**config.mk**
```make
export PLATFORM = sky130hd
export DESIGN_NAME = clkdiv_prog
export DESIGN_NICKNAME = d
export VERILOG_FILES = /design/src/rtl/clkdiv_pkg.sv /design/src/rtl/clkdiv_edge_det.sv /design/src/rtl/clkdiv_prog.sv
export SDC_FILE = /design/constraint.sdc
export NUM_CORES = 1
export LEC_CHECK = 0
export BUFFER_PORTS_ARGS = -buffer_cell sky130_fd_sc_hd__buf_4
export CAP_MARGIN = 20
export CELL_PAD_IN_SITES_DETAIL_PLACEMENT = 1
export CELL_PAD_IN_SITES_GLOBAL_PLACEMENT = 1
export CORE_MARGIN = 8
export CORE_UTILIZATION = 45
export DETAILED_ROUTE_END_ITERATION = 7
export PLACE_DENSITY = 0.76
export SKIP_LAST_GASP = 1
export SYNTH_ARGS = -nofsm -noshare
export SYNTH_HDL_FRONTEND = slang
export SYNTH_SLANG_ARGS = --single-unit
```
**constraint.sdc**
```tcl
create_clock -name hclkin -period 7.66 [get_ports hclkin]
set_clock_uncertainty 0.1 [all_clocks]
set_input_delay 0.383 -clock hclkin [delete_from_list [all_inputs] [get_ports hclkin]]
set_output_delay 0.383 -clock hclkin [all_outputs]
set_load 0.01 [all_outputs]
```
**src/rtl/clkdiv_pkg.sv**
```systemverilog
// clkdiv_pkg: shared defaults and constants for the programmable clock divider.
package clkdiv_pkg;
  localparam int CNT_W_DEF     = 8;
  localparam int DIV_RESET_DEF = 4;
  localparam int MIN_RATIO     = 2;
endpackage

```
**src/rtl/clkdiv_edge_det.sv**
```systemverilog
// clkdiv_edge_det: registered rising-edge detector producing a one-cycle pulse.
module clkdiv_edge_det (
  input  logic hclkin,
  input  logic resetn,
  input  logic d,
  output logic pulse
);
  logic q;
  always_ff @(posedge hclkin or negedge resetn) begin
    if (!resetn) begin
      q     <= 1'b0;
      pulse <= 1'b0;
    end else begin
      q     <= d;
      pulse <= d & ~q;
    end
  end
endmodule

```
**src/rtl/clkdiv_prog.sv**
```systemverilog
// clkdiv_prog: programmable divider with glitch-free ratio change at wrap and calib phase slip.
module clkdiv_prog
  import clkdiv_pkg::*;
#(
  parameter int CNT_W     = CNT_W_DEF,
  parameter int DIV_RESET = DIV_RESET_DEF
) (
  input  logic             hclkin,
  input  logic             resetn,
  input  logic [CNT_W-1:0] div_ratio,
  input  logic             div_load,
  output logic             div_busy,
  input  logic             calib,
  output logic             clkout,
  output logic             rise_stb,
  output logic             fall_stb,
  output logic             locked,
  output logic             cfg_err
);
  localparam logic [CNT_W-1:0] RST_RATIO = CNT_W'(DIV_RESET);
  localparam logic [CNT_W-1:0] MIN       = CNT_W'(MIN_RATIO);
  localparam logic [CNT_W-1:0] ONE       = CNT_W'(1);
  logic [CNT_W-1:0] cnt, ratio, pending, cnt_nxt, ratio_nxt;
  logic hold, wrap, apply, primed;
  clkdiv_edge_det u_edge (.hclkin(hclkin), .resetn(resetn), .d(calib), .pulse(hold));
  always_comb begin
    wrap      = !hold && (cnt == ratio - ONE);
    apply     = wrap && div_busy;
    cnt_nxt   = hold ? cnt : wrap ? '0 : cnt + ONE;
    ratio_nxt = apply ? pending : ratio;
  end
  // Outputs are registered from next-state so they line up with cnt in the same cycle.
  always_ff @(posedge hclkin or negedge resetn) begin
    if (!resetn) begin
      cnt      <= RST_RATIO - ONE;
      ratio    <= RST_RATIO;
      pending  <= RST_RATIO;
      clkout   <= 1'b0;
      rise_stb <= 1'b0;
      fall_stb <= 1'b0;
      div_busy <= 1'b0;
      locked   <= 1'b0;
      primed   <= 1'b0;
      cfg_err  <= 1'b0;
    end else begin
      cnt      <= cnt_nxt;
      ratio    <= ratio_nxt;
      clkout   <= cnt_nxt < (ratio_nxt >> 1);
      rise_stb <= !hold && (cnt_nxt == '0);
      fall_stb <= !hold && (cnt_nxt == (ratio_nxt >> 1));
      if (div_load) pending <= (div_ratio < MIN) ? MIN : div_ratio;
      div_busy <= div_load | (div_busy & ~apply);
      cfg_err  <= cfg_err | (div_load && (div_ratio < MIN));
      // The wrap leaving reset only starts the first period; it cannot prove lock.
      if (wrap) begin
        locked <= primed && !div_busy;
        primed <= 1'b1;
      end
    end
  end
endmodule

```
==> results.txt <==
Status - complete, no violations
Max_slew headroom - 67.1%
Die area - 0.00663 sq mm
Placed instance area - 0.00206 sq mm
Largest net degree at the start of global routing - 34
Clock Tree Root - clkbuf_8
Design area - 0.00219 sq mm
Worst Path Arrival - 3.53 ns
Antenna violations before repair - 0
RD Place Congestion - 0.811
Setup CP Type - flip-flop to flip-flop
Final-report setup violation count - 0
Clock Latency Late Sink - 0.28 ns
Leak - 1.02 nW
Maximum clock frequency - 0.294 GHz
Yosys top cell area share - 37.6%
Vias in the first global route - 1472
Worst Tran Pin Value - 0.489 ns
Dpl ws - 4.29 ns
I/O Buffers - 17
Setup TNS - 0 ns
Syn_nets - 192
Post-synthesis register bit count - 33
Clock Sinks - 33
Hold_sp - calib
Share of layout cells above drive strength 1 - 29.8%
Crit path capture type - flip-flop
Global-route wire length before repair - 7430 microns
Wirelength per Cell - 17.7 microns
Mean post-synth cell area - 11.3 sq um
Routed WL - 4300 microns
Antenna Cells - 0
VDD IR-drop max - 0.127 mV
Num CTS Buffers - 5
Max Slew Vio Count - 0
RR Startpoint - ratio[0]$_DFFE_PN0N_
H-tree depth - 2
Commonest non-fill, non-tap cells in the layout - dfrtp_1, buf_4, nor2_1
Hold Violations, Final - 0
Crit share post-route - 44.4%
Crit path from - ratio[0]$_DFFE_PN0N_
Area grow syn2layout - 13.5%
Crit path required time - 7.79 ns
Post-route setup slack - 4.26 ns
I/O pin count - 18
DRC - 0
Startpoint types - flip-flop
Synth warn - 0
Most common cell after layout, fill and taps aside - dfrtp_1
Cell area power density - 266 mW/mm^2
Overall Power - 0.000582 W
Die W - 81.5 microns
Die H - 81.5 microns
Via count - 1345
Area leader, netlist - dfrtp_1
Core Area - 0.00423 sq mm
HPWL Detailed - 3260 microns
Max-Cap Viols - 0
Drt pass-1 iters - 4
Tot GR Track Use - 14.7%
WHS - 0.110 ns
Initial cell density of the core - 45.5%
Num rows - 24
Starting DRT DRC Count - 69
Cell count after synthesis - 171
Crit-path max FO - 14
Synthesized area - 0.00193 sq mm
Hold crit path type - input port to flip-flop
CTS resizes - 0
Post-synthesis cell type count - 47
Clk pin slew, worst setup/hold paths - 0.07 ns
RSZ-0062 raised after global routing - no
Max clock buf depth - 2
Area contributors post-synth - dfrtp_1, ha_1, mux2_2
Tmin final - 3.40 ns
CTS tree - yes
Remaining Overflow, GRT - 0
Post-CTS setup buffers - 0
Sequential area share after synthesis - 43.1%
Routed vias/inst - 5.53
Final ANT Viol Nets - 0
# nets final - 211
## layer usage
layer  wire (microns)  vias to the layer above  GRT usage (%)
li1                 -                      642              -
met4               84                        0           5.89
met1             1930                      671           17.9
met2             2070                       25           23.6
met3              212                        7           4.60
met5                0                        -              0
## power by group
part	total [W]	internal [W]	leakage, nW	switching (W)
Sequential	0.000243	0.000204	0.412	0.0000399
Combinational	0.000170	0.0000861	0.551	0.0000839
Clock	0.000168	0.000106	0.0585	0.0000624
Total	0.000582	0.000396	1.02	0.000186
## path summary, 6_finish.rpt
path	to	slack, ns	cells after the start
worst max-delay path	clkout$_DFF_PN0_	4.26	14
worst min-delay path	u_edge.q$_DFF_PN0_	0.11	1
worst max register to register	clkout$_DFF_PN0_	4.26	14
worst min register to register	u_edge.pulse$_DFF_PN0_	0.30	1
max in group asynchronous	ratio[2]$_DFF_PN1_	6.64	2
min in group asynchronous	cnt[2]$_DFF_PN0_	0.48	2
## cell usage after synthesis, drive strengths merged
library cell / count
and2: 2
nand4: 2
a21boi: 1
o41ai: 1
nand4b: 1
or2: 1
mux2i: 8
nand3: 8
a21o: 2
xor2: 6
o21ai: 6
nor3: 3
or4: 1
a31oi: 3
dfrtp: 29
mux2: 14
nor2: 14
clkbuf: 3
or3b: 2
o221a: 2
nand2: 7
and4b: 1
nor2b: 4
inv: 4
o21a: 2
xnor2: 8
a21oi: 4
nor3b: 2
nand3b: 1
ha: 9
nand2b: 5
a211oi: 1
buf: 3
dfstp: 4
a31o: 1
nor4: 3
or3: 3
## kinds of logic (layout without fill, tap and decap cells)
logic type / after synthesis / after routing / synth area share (%)
simple gates: 60 / 60 / 18.8
flops: 33 / 33 / 43.1
compound gates: 23 / 23 / 9.02
mux: 22 / 22 / 13.1
xor+xnor: 14 / 14 / 6.36
buf+inv: 10 / 30 / 3.83
fa+ha+maj: 9 / 9 / 5.84
## state kept, by name, summed over array words and instances, names as in the netlist
register      cells
rise_stb          1
u_edge.q          1
pending           8
primed            1
div_busy          1
locked            1
u_edge.pulse      1
cfg_err           1
cnt               8
ratio             8
fall_stb          1
clkout            1
## stage by stage
step	utilization [%]	instances
2_1_floorplan	-	171
3_3_place_gp	48.7	234
3_5_place_dp	48.7	234
4_1_cts	51.7	243
5_1_grt	51.7	243
6_report	51.7	243
## layout make-up
type,instances,area (sq um)
Clock buffer,7,86.3
Clock inverter,1,30.0
Fill cell,445,2050
Inverter,4,15.0
Multi-Input combinational cell,128,1020
Sequential cell,33,831
Tap cell,52,65.1
Timing Repair Buffer,18,138
## critical path: stages (launching register included)
cell	delay, ns
dfrtp_1	0.42
inv_1	0.08
ha_1	0.18
nor3b_4	0.26
xor2_1	0.09
or3_2	0.45
a31oi_4	0.27
nand3_4	0.25
mux2i_1	0.25
ha_1	0.28
nor2b_1	0.14
o21ai_0	0.14
nand2b_1	0.07
a21oi_1	0.15
o221a_2	0.19
## timing repair
action                                  in CTS  in global routing
endpoints found under the setup margin       0                  0
hold buffers                                 1                  0
endpoints found under the hold margin       29                  0
No activity file was read; power rests on OpenSTA's default activity.
